$ cat config.mk
export PLATFORM = sky130hd
export DESIGN_NAME = ofm_axi_wr_master
export DESIGN_NICKNAME = d
export VERILOG_FILES = /design/src/rtl/ofm_pkg.sv /design/src/rtl/ofm_burst_calc.sv /design/src/rtl/ofm_axi_wr_master.sv
export SDC_FILE = /design/constraint.sdc
export NUM_CORES = 1
export LEC_CHECK = 0
export ABC_AREA = 0
export BUFFER_PORTS_ARGS = -buffer_cell sky130_fd_sc_hd__clkbuf_2
export CORE_AREA = 2 2 503 505
export DETAILED_ROUTE_END_ITERATION = 8
export DIE_AREA = 0 0 505 507
export HOLD_SLACK_MARGIN = 0.03
export SETUP_SLACK_MARGIN = 0.2
export SLEW_MARGIN = 20
export SYNTH_ARGS = -nofsm -noshare
export SYNTH_HDL_FRONTEND = slang
export SYNTH_SLANG_ARGS = --single-unit
$ cat constraint.sdc
create_clock -name clk -period 5.56 [get_ports clk]
set_clock_uncertainty 0.05 [all_clocks]
set_input_delay 0.556 -clock clk [delete_from_list [all_inputs] [get_ports clk]]
set_output_delay 0.556 -clock clk [all_outputs]
set_load 0.02 [all_outputs]
$ cat src/rtl/ofm_pkg.sv
// rtl/ofm_pkg.sv - shared state encoding and AXI constants for the OFM write master
package ofm_pkg;

  localparam logic [2:0] ST_IDLE = 3'd0;
  localparam logic [2:0] ST_AW   = 3'd1;
  localparam logic [2:0] ST_W    = 3'd2;
  localparam logic [2:0] ST_B    = 3'd3;
  localparam logic [2:0] ST_DONE = 3'd4;

  localparam logic [1:0] AXI_BURST_INCR = 2'b01;
  localparam logic [1:0] AXI_RESP_OKAY  = 2'b00;

  localparam int BEAT_BYTES  = 64;
  localparam int BEAT_SHIFT  = 6;
  localparam int BOUNDARY_4K = 4096;

endpackage

$ cat src/rtl/ofm_burst_calc.sv
// rtl/ofm_burst_calc.sv - burst length: min(beats_left, MAX_BURST, beats to next 4 KB boundary)
module ofm_burst_calc
  import ofm_pkg::*;
#(
  parameter int ADDR_W    = 64,
  parameter int MAX_BURST = 16
) (
  input  logic [ADDR_W-1:0] addr,
  input  logic [31:0]       beats_left,
  output logic [8:0]        len
);

  localparam logic [8:0] MAX_LEN = 9'(MAX_BURST);

  logic [12:0] bytes_to_4k;
  logic [8:0]  beats_to_4k;
  logic        unused_addr_hi;

  // Only the page offset matters; the address is always beat aligned here.
  assign unused_addr_hi = ^addr[ADDR_W-1:12];

  always_comb begin
    bytes_to_4k = 13'(BOUNDARY_4K) - {1'b0, addr[11:0]};
    beats_to_4k = 9'(bytes_to_4k >> BEAT_SHIFT);
    len = MAX_LEN;
    if (beats_left < 32'(len)) len = beats_left[8:0];
    if (beats_to_4k < len) len = beats_to_4k;
  end

endmodule

$ cat src/rtl/ofm_axi_wr_master.sv
// rtl/ofm_axi_wr_master.sv - OFM stream to AXI4 write bursts, one request outstanding
// Optional OFM_WR_STAT_EN adds saturating beat/burst/stall counters.
module ofm_axi_wr_master
  import ofm_pkg::*;
#(
  parameter int ADDR_W    = 64,
  parameter int DATA_W    = 512,
  parameter int MAX_BURST = 16
) (
  input  logic                clk,
  input  logic                rst_n,
  input  logic                wmst_req,
  input  logic [ADDR_W-1:0]   wmst_addr,
  input  logic [ADDR_W-1:0]   wmst_xfer_size,
  output logic                wmst_done,
  output logic                wmst_err,
`ifdef OFM_WR_STAT_EN
  output logic [31:0]         stat_beats,
  output logic [31:0]         stat_bursts,
  output logic [31:0]         stat_stall,
`endif
  input  logic [DATA_W-1:0]   s_tdata,
  input  logic                s_tvalid,
  output logic                s_tready,
  output logic [ADDR_W-1:0]   m_awaddr,
  output logic [7:0]          m_awlen,
  output logic [2:0]          m_awsize,
  output logic [1:0]          m_awburst,
  output logic                m_awvalid,
  input  logic                m_awready,
  output logic [DATA_W-1:0]   m_wdata,
  output logic [DATA_W/8-1:0] m_wstrb,
  output logic                m_wlast,
  output logic                m_wvalid,
  input  logic                m_wready,
  input  logic [1:0]          m_bresp,
  input  logic                m_bvalid,
  output logic                m_bready
);

  logic [2:0]        state, state_nxt;
  logic [ADDR_W-1:0] addr_q;
  logic [31:0]       beats_left_q;
  logic [31:0]       beats_after;
  logic [8:0]        len_q;
  logic [8:0]        beat_cnt_q;
  logic [8:0]        calc_len;
  logic              err_q;
  logic              in_w;

  ofm_burst_calc #(.ADDR_W(ADDR_W), .MAX_BURST(MAX_BURST)) u_burst_calc (
    .addr       (addr_q),
    .beats_left (beats_left_q),
    .len        (calc_len)
  );

  assign beats_after = beats_left_q - 32'(len_q);

  always_ff @(posedge clk or negedge rst_n) begin
    if (!rst_n) state <= ST_IDLE;
    else        state <= state_nxt;
  end

  // A zero-size request passes through AW without raising AWVALID, so done lands two cycles after the request.
  always_comb begin
    state_nxt = state;
    case (state)
      ST_IDLE: if (wmst_req) state_nxt = ST_AW;
      ST_AW: begin
        if (beats_left_q == 32'd0) state_nxt = ST_DONE;
        else if (m_awready)        state_nxt = ST_W;
      end
      ST_W:    if (m_wvalid && m_wready && beat_cnt_q == 9'd1) state_nxt = ST_B;
      ST_B:    if (m_bvalid) state_nxt = (beats_after == 32'd0) ? ST_DONE : ST_AW;
      ST_DONE: state_nxt = ST_IDLE;
      default: state_nxt = ST_IDLE;
    endcase
  end

  always_comb begin
    in_w      = (state == ST_W);
    m_awvalid = (state == ST_AW) && (beats_left_q != 32'd0);
    m_awaddr  = m_awvalid ? addr_q : '0;
    m_awlen   = m_awvalid ? 8'(calc_len - 9'd1) : 8'd0;
    m_awsize  = 3'($clog2(DATA_W / 8));
    m_awburst = AXI_BURST_INCR;
    m_wdata   = in_w ? s_tdata : '0;
    m_wvalid  = in_w && s_tvalid;
    m_wlast   = in_w && (beat_cnt_q == 9'd1);
    m_wstrb   = '1;
    s_tready  = in_w && m_wready;
    m_bready  = (state == ST_B);
    wmst_done = (state == ST_DONE);
    wmst_err  = err_q;
  end

  always_ff @(posedge clk or negedge rst_n) begin
    if (!rst_n) begin
      addr_q       <= '0;
      beats_left_q <= '0;
      len_q        <= '0;
      beat_cnt_q   <= '0;
      err_q        <= 1'b0;
    end else begin
      case (state)
        ST_IDLE: if (wmst_req) begin
          addr_q       <= wmst_addr & ~ADDR_W'(BEAT_BYTES - 1);
          beats_left_q <= 32'(wmst_xfer_size >> BEAT_SHIFT)
                          + {31'd0, |wmst_xfer_size[BEAT_SHIFT-1:0]};
          err_q        <= |wmst_addr[BEAT_SHIFT-1:0];
        end
        ST_AW: if (m_awvalid && m_awready) begin
          len_q      <= calc_len;
          beat_cnt_q <= calc_len;
        end
        ST_W: if (m_wvalid && m_wready) beat_cnt_q <= beat_cnt_q - 9'd1;
        ST_B: if (m_bvalid) begin
          if (m_bresp != AXI_RESP_OKAY) err_q <= 1'b1;
          addr_q       <= addr_q + (ADDR_W'(len_q) << BEAT_SHIFT);
          beats_left_q <= beats_after;
        end
        default: ;
      endcase
    end
  end

`ifdef OFM_WR_STAT_EN
  always_ff @(posedge clk or negedge rst_n) begin
    if (!rst_n) begin
      stat_beats  <= '0;
      stat_bursts <= '0;
      stat_stall  <= '0;
    end else begin
      if (m_wvalid && m_wready && stat_beats != 32'hFFFF_FFFF)
        stat_beats <= stat_beats + 32'd1;
      if (m_awvalid && m_awready && stat_bursts != 32'hFFFF_FFFF)
        stat_bursts <= stat_bursts + 32'd1;
      if (in_w && m_wready && !s_tvalid && stat_stall != 32'hFFFF_FFFF)
        stat_stall <= stat_stall + 32'd1;
    end
  end
`endif

endmodule

==> reports/metrics.csv, run 1 <==
stage;metric;value;unit
synth;Yosys cell types;78;
die;I/O pins;1309;
synth;post-synthesis async set-or-reset flop share;100.0;%
place;Port Buffers;1207;
synth;Avg Cell Area, Syn;7.020;um2
die;Die Span Y;507;um
synth;sequential share of the synthesized area;20.76;%
synth;Yosys reg bits;112;
run_status;Exit stage;global placement (3_3_place_gp);
synth;EDFF count, synth;0;
die;Chip Width;505;um
synth;area of the mapped netlist;13500;um2
run_status;Err;[ERROR GPL-0305] RePlAce diverged during gradient descent calculation, resulting in an invalid step length (Inf or NaN). This is often caused by numerical instability ...;
die;Initial Utilization;5.389;%
synth;Main synth FF type;dfrtp_1;
die;Cell Rows;184;
run_status;outcome;stopped before the end;
synth;Post-Syn Instances;1923;
synth;YS warnings;0;
## kinds of logic after synthesis
group | share of synthesized area [%]
DFF | 20.76
xor gates and xnor gates | 3.114
other | 0.05563
adders and majority gates | 3.170
and+or+nand+nor | 45.39
AOI/OAI and AO/OA | 17.87
buffers and inverters | 9.018
muxes | 0.6210
## cells in the mapped netlist, drive strengths merged (7+ instances only)
library cell	n	area, um2
nand4	33	206.5
a31oi	18	118.9
nand2	134	503.0
and3	22	137.6
a211oi	9	67.56
o21a	10	75.07
o21ai	83	415.4
nand3	47	235.2
clkbuf	123	461.7
ha	31	387.9
nor2	146	548.0
a311oi	8	70.07
nor2b	9	56.30
or4	9	67.56
nor4	18	118.9
nor3	46	246.5
dfrtp	112	2803
xnor2	19	166.4
o211ai	8	60.06
a21oi	124	620.6
or3	16	105.1
a2bb2oi	14	122.6
a21o	16	120.1
nand2b	9	56.30
and2	569	3560
xor2	29	254.0
and4	7	61.31
o22ai	29	181.4
buf	83	609.3
inv	39	146.4
==> inputs of run 2 (changes only) <==
--- a/config.mk
+++ b/config.mk
@@ -7,11 +7,10 @@
 export LEC_CHECK = 0
 export ABC_AREA = 0
 export BUFFER_PORTS_ARGS = -buffer_cell sky130_fd_sc_hd__clkbuf_2
-export CORE_AREA = 2 2 503 505
+export CORE_AREA = 2 2 509 511
 export DETAILED_ROUTE_END_ITERATION = 8
-export DIE_AREA = 0 0 505 507
-export HOLD_SLACK_MARGIN = 0.03
-export SETUP_SLACK_MARGIN = 0.2
+export DIE_AREA = 0 0 511 513
+export PLACE_DENSITY_LB_ADDON = 0.15
 export SLEW_MARGIN = 20
 export SYNTH_ARGS = -nofsm -noshare
 export SYNTH_HDL_FRONTEND = slang
==> reports/metrics.csv, run 2 <==
stage;metric;value;unit
synth;leading area contributor after synthesis;and2_1;
job;maxcap violations;0;
cells_and_area;area grow syn2layout;88.78;%
setup_path;Crit-path slowest cell;dfrtp_1;
setup_path;CP endpoint kind;output port;
global_route;largest net degree at the start of global routing;193;
cells_and_area;share of cells above drive strength 1;42.68;%
pwr;total power;13.93;mW
setup_path;CP Launch Type;register;
cells_and_area;commonest non-fill, non-tap cell in the layout;clkbuf_2;
clocking;clock tree root buffer cell;clkbuf_16;
synth;post-synthesis compound-gate area fraction;17.87;%
global_route;grt ovf;0;
routing;first drt pass iteration count;6;
synth;Main synth FF type;dfrtp_1;
timing;final setup fails;0;
die;I/O pins;1309;
synth;EDFF count, synth;0;
place;Port Buffers;1207;
synth;main combinational cell family by area after synthesis;simple AND/OR/NAND/NOR gates;
place;HPWL Detailed;282.0;mm
setup_path;Crit Path Category;reg -> out;
setup_path;CP max stage delay;0.43;ns
synth;YS warnings;0;
synth;area of the mapped netlist;13500;um2
die;full die area;262100;um2
timing;Max Clk Rate;187.7;MHz
place;placer congestion estimate;1.093;
cells_and_area;Final #Nets;3746;
setup_path;critical path data arrival time;4.72;ns
global_route;Total Routing Usage GR;22.27;%
clocking;TritonCTS clock tree;yes;
routing;vias per inst;2.988;
synth;area share of fa/ha/maj cells after synthesis;3.170;%
timing;fin crit period;5.327;ns
synth;post-synthesis mux area share;0.6210;%
cells_and_area;final instance area;25480;um2
timing;relative slew slack;30.84;%
clocking;# H-tree levels;3;
worst_hold_path;Worst Hold Class;in -> async;
routing;DRC errors left;0;
clocking;hold buffer count at CTS;0;
die;Core Area;256200;um2
synth;Synth Area in XOR/XNOR;3.114;%
synth;Yosys reg bits;112;
die;Chip Width;511;um
global_route;first-pass GRT wire length;348.9;mm
clocking;CTS Buffer Depth;2;
routing;initial detailed-routing violation count;1191;
clocking;CTS sink count;112;
synth;Yosys cell types;78;
setup_path;Worst EP required;4.95;ns
synth;Post-Syn Instances;1923;
synth;largest cells by area after synthesis;and2_1, dfrtp_1, a21oi_1;
pwr;PwrDens;546.7;nW/um2
routing;drt total wl;301.7;mm
timing;Final Hold Viols;0;
setup_path;CP cell instances;or3_4, or3_1, nor3_4, buf_12, buf_4, nand2_1, ha_1, nor2b_1, o211ai_1, a21boi_1, or3_4, mux2_2, ha_1, a31o_2, a21oi_2, clkbuf_2;
routing;WL per Instance;42.37;um
synth;post-synth top area share;26.37;%
die;Die Span Y;513;um
routing;DRT antenna net count;0;
timing;worst-margin pin slew;1.036;ns
cells_and_area;Top reg by flops;addr_q;
synth;Avg Cell Area, Syn;7.020;um2
cells_and_area;commonest cells after routing, fill and taps aside;clkbuf_2, and2_1, nor2_1;
setup_path;crit path max fanout;8;
clocking;clock-pin slew on the worst setup and hold paths;0.09;ns
synth;simple-gate area share of the yosys netlist;45.39;%
timing;Tcrit/Tclk final;95.81;%
clocking;CTS Buf Count;9;
synth;sequential share of the synthesized area;20.76;%
pwr;VDD IR max;0.0002322;V
synth;count leader, synth;and2_1;
synth;most instantiated cells after synthesis;and2_1, nor2_1, nand2_1;
routing;via count;21280;
timing;unrepaired setup endpoints after global routing;no;
global_route;vias in the first global route;21010;
cells_and_area;max reg flops;58;
run_status;outcome;complete, no violations;
cells_and_area;biggest regs;addr_q (58), beats_left_q (32);
pwr;Pleak;11.10;nW
global_route;initial antenna violation count;203;
setup_path;crit-path leading delay family;simple AND/OR/NAND/NOR gates;
synth;post-synthesis async set-or-reset flop share;100.0;%
place;Post-Place Cell Area;23470;um2
die;Initial Utilization;5.268;%
setup_path;Worst Path Buf+Inv;3;
die;Cell Rows;186;
timing;max-slew violation count;0;
clocking;Clk Latency, worst-skew pair;0.44;ns
==> run 2: cell counts after synthesis <==
No cell type changed its count.
==> run 2: final timing paths <==
path | start | end | slack (ns) | depth (start not counted)
min in group clk | wmst_addr[42] | addr_q[42] | 0.32 | 3
max reg2reg | beats_left_q[0] | state[2] | 1.40 | 11
max | beats_left_q[21] | m_awlen[6] | 0.23 | 16
max in group asynchronous | rst_n | beat_cnt_q[4] | 4.35 | 2
min reg2reg | beat_cnt_q[7] | beat_cnt_q[7] | 0.43 | 2
min | rst_n | addr_q[20] | 0.20 | 1
==> run 2: metrics by stage <==
step	TNS [ns]	cells	util, %	setup slack, ns	hold WS, ns
6_report	0	7120	9.946	0.2329	0.1952
3_3_place_gp	-0.1338	6436	9.161	-0.1155	0.4009
2_1_floorplan	0	1998	-	0.8634	0.2104
4_1_cts	0	6453	9.288	0.06494	0.1990
5_1_grt	0	7042	9.869	0.01982	0.2183
3_5_place_dp	0	6436	9.161	0.06406	0.4123
==> run 2: final cells by class <==
type | count | area (um2)
inverter | 39 | 148.9
tap | 3384 | 4234
antenna | 667 | 1669
sequential | 112 | 2803
multi-input combinational | 1641 | 9814
clock buffer | 10 | 239.0
fill | 30450 | 230700
timing repair buffer | 1261 | 6524
clock inverter | 6 | 51.30
==> run 2: power by group <==
| part | internal (mW) | total, mW | switching (mW) |
|---|---|---|---|
| Sequential | 1.20 | 1.87 | 0.670 |
| Clock | 0.326 | 0.773 | 0.447 |
| Combinational | 2.89 | 11.3 | 8.40 |
| Total | 4.41 | 13.9 | 9.52 |
==> run 2: logic make-up (layout without fill, tap and decap cells) <==
family,count (synthesis),in the layout
xor+xnor,48,48
other cells,2,744
buf+inv,245,1316
mux,7,7
fa+ha+maj,33,33
flops,112,112
simple gates,1093,1093
compound gates,383,383
==> run 2: timing repair <==
item / 4_1_cts / 5_1_grt
setup buffers: 1 / 0
setup endpoints to repair: 6 / 3
hold endpoints to repair: 0 / 0
pin swaps: 1 / 0
gates resized for setup: 4 / 3
==> run 2: metal layers <==
metal	global-route usage, %	wire length, um
met1	19.40	93490
met2	43.56	165000
met3	9.242	27070
met4	10.02	15310
met5	1.297	866
No activity file was read; power rests on OpenSTA's default activity.
==> inputs of run 3 (changes only) <==
--- a/config.mk
+++ b/config.mk
@@ -7,9 +7,11 @@
 export LEC_CHECK = 0
 export ABC_AREA = 0
 export BUFFER_PORTS_ARGS = -buffer_cell sky130_fd_sc_hd__clkbuf_2
+export CAP_MARGIN = 15
 export CORE_AREA = 2 2 509 511
 export DETAILED_ROUTE_END_ITERATION = 8
 export DIE_AREA = 0 0 511 513
+export GPL_TIMING_DRIVEN = 0
 export PLACE_DENSITY_LB_ADDON = 0.15
 export SLEW_MARGIN = 20
 export SYNTH_ARGS = -nofsm -noshare
==> reports/metrics.csv, run 3 (synthesized netlist as in run 2, its figures left out) <==
stage;metric;value;unit
clocking;clock tree root buffer cell;clkbuf_16;
cells_and_area;final instance area;24780;um2
timing;worst-margin pin slew;1.185;ns
die;Chip Width;511;um
setup_path;CP max stage delay;0.47;ns
global_route;vias in the first global route;21590;
run_status;outcome;complete, no violations;
clocking;CTS Buf Count;9;
global_route;Total Routing Usage GR;22.80;%
routing;WL per Instance;46.00;um
setup_path;CP Launch Type;register;
routing;DRT antenna net count;0;
routing;initial detailed-routing violation count;1308;
die;Die Span Y;513;um
cells_and_area;biggest regs;addr_q (58), beats_left_q (32);
place;HPWL Detailed;291.0;mm
clocking;clock-pin slew on the worst setup and hold paths;0.09;ns
worst_hold_path;Worst Hold Class;in -> async;
cells_and_area;share of cells above drive strength 1;41.63;%
clocking;Clk Latency, worst-skew pair;0.41;ns
die;Core Area;256200;um2
cells_and_area;fillers;30340;
die;I/O pins;1309;
place;Post-Place Cell Area;24120;um2
timing;relative slew slack;21.00;%
clocking;# H-tree levels;3;
cells_and_area;commonest cells after routing, fill and taps aside;clkbuf_2, and2_1, nor2_1;
global_route;grt ovf;0;
timing;unrepaired setup endpoints after global routing;no;
routing;first drt pass iteration count;5;
timing;Max Clk Rate;188.2;MHz
setup_path;CP cell instances;or3_4, or3_1, buf_4, nor3_4, and2_4, inv_1, ha_1, a21oi_1, nor2b_1, o211ai_1, a21boi_2, or3_1, buf_6, mux2_4, ha_2, a31o_2, a21oi_1, clkbuf_8;
pwr;Clock power frac;5.2;%
clocking;TritonCTS clock tree;yes;
timing;Final Hold Viols;0;
setup_path;CP endpoint kind;output port;
timing;Tcrit/Tclk final;95.57;%
routing;drt total wl;308.8;mm
pwr;sw frac;69.68;%
cells_and_area;utilization after layout;9.669;%
pwr;register share of total power;12.5;%
die;full die area;262100;um2
pwr;VDD IR max;0.0001751;V
setup_path;Crit-path slowest cell;dfrtp_2;
cells_and_area;area grow syn2layout;83.53;%
routing;vias per inst;3.183;
setup_path;Crit Path Category;reg -> out;
job;maxcap violations;0;
global_route;largest net degree at the start of global routing;61;
cells_and_area;Final #Nets;3903;
place;Port Buffers;1207;
clocking;CTS Buffer Depth;2;
global_route;first-pass GRT wire length;358.1;mm
global_route;initial antenna violation count;219;
timing;max-slew violation count;0;
cells_and_area;Top reg by flops;addr_q;
timing;fin crit period;5.314;ns
cells_and_area;max reg flops;58;
die;Initial Utilization;5.268;%
clocking;CTS sink count;112;
die;Cell Rows;186;
pwr;P_int;4.390;mW
pwr;total power;14.48;mW
pwr;PwrDens;584.5;nW/um2
setup_path;critical path data arrival time;4.71;ns
pwr;Pleak;11.36;nW
routing;via count;21370;
timing;setup TNS;0;ns
place;placer congestion estimate;1.059;
setup_path;FF-to-FF path depth;16;
pwr;Switch Pwr;10.09;mW
setup_path;Worst EP required;4.95;ns
setup_path;crit path max fanout;8;
cells_and_area;commonest non-fill, non-tap cell in the layout;clkbuf_2;
timing;final setup fails;0;
routing;DRC errors left;0;
pwr;Comb pwr share;82.3;%
-- run 3: cell count changes in the layout (fill, tap and decap cells not counted), sizes merged --
cell,delta
diode,-564
clkbuf,+124
buf,+33
clkinv,+1
inv,-1
-- run 3: worst max-delay path: cells and delay by family (launching register included) --
kind	cells	cell delay, ns
buffers and inverters	4	0.58
and+or+nand+nor	6	1.61
muxes	1	0.34
AOI/OAI and AO/OA	5	0.79
adders and majority gates	2	0.50
DFF	1	0.47
-- run 3: layout make-up --
type,count,area [um2],share of cell area [%]
antenna,103,257.7,1.040
buffer,206,1080,4.358
clock buffer,10,239.0,0.9646
clock inverter,6,60.06,0.2424
inverter,39,146.4,0.5909
multi-input combinational,1641,9833,39.69
sequential,112,2804,11.32
tap,3384,4234,17.09
timing repair buffer,1212,6121,24.71
-- run 3: layer usage --
layer  share of wire (%)  track usage, %  wire (um)  vias to the layer above
met5                0.16               0        484                        -
met4                 7.3           12.86      22640                       72
met3                 9.9           10.28      30660                      400
met2                  53           44.09     164300                     1318
met1                  29           18.94      90750                    10450
li1                    -               -          -                     9124
-- run 3: worst paths after layout --
kind                             startpoint          endpoint  slack, ns
min in group clk              wmst_addr[49]        addr_q[49]       0.35
min                                   rst_n  beats_left_q[30]        0.1
min reg2reg                   beat_cnt_q[7]     beat_cnt_q[7]       0.43
max                        beats_left_q[20]        m_awlen[6]       0.25
max in group asynchronous             rst_n        addr_q[55]       4.61
max reg2reg                beats_left_q[20]     beat_cnt_q[4]       1.40
-- run 3: repair_timing --
action / in CTS / in global routing
hold buffers: 0 / 0
pin swaps: 1 / 2
resized for setup: 11 / 8
setup buffers: 2 / 2
endpoints found under the hold margin: 0 / 0
setup endpoints to repair: 8 / 5
-- run 3: power groups by stage --
stage	registers (mW)	logic (mW)	clock network, mW
2_1_floorplan	1.52	5.41	0
3_3_place_gp	1.83	12.2	0
3_5_place_dp	1.81	12.1	0
4_1_cts	1.81	12.2	0.782
5_1_grt	1.87	12.4	0.798
6_report	1.81	11.9	0.752
-- run 3: metrics by stage --
step	hold slack [ns]	setup WS, ns	cells
after CTS	0.1053	0.05444	6608
after detailed placement	0.4082	-0.4161	6590
after floorplan	0.2104	0.8634	1998
after global routing	0.1277	0.01671	6672
final	0.09690	0.2464	6713
after global placement	0.4193	-0.4823	6589
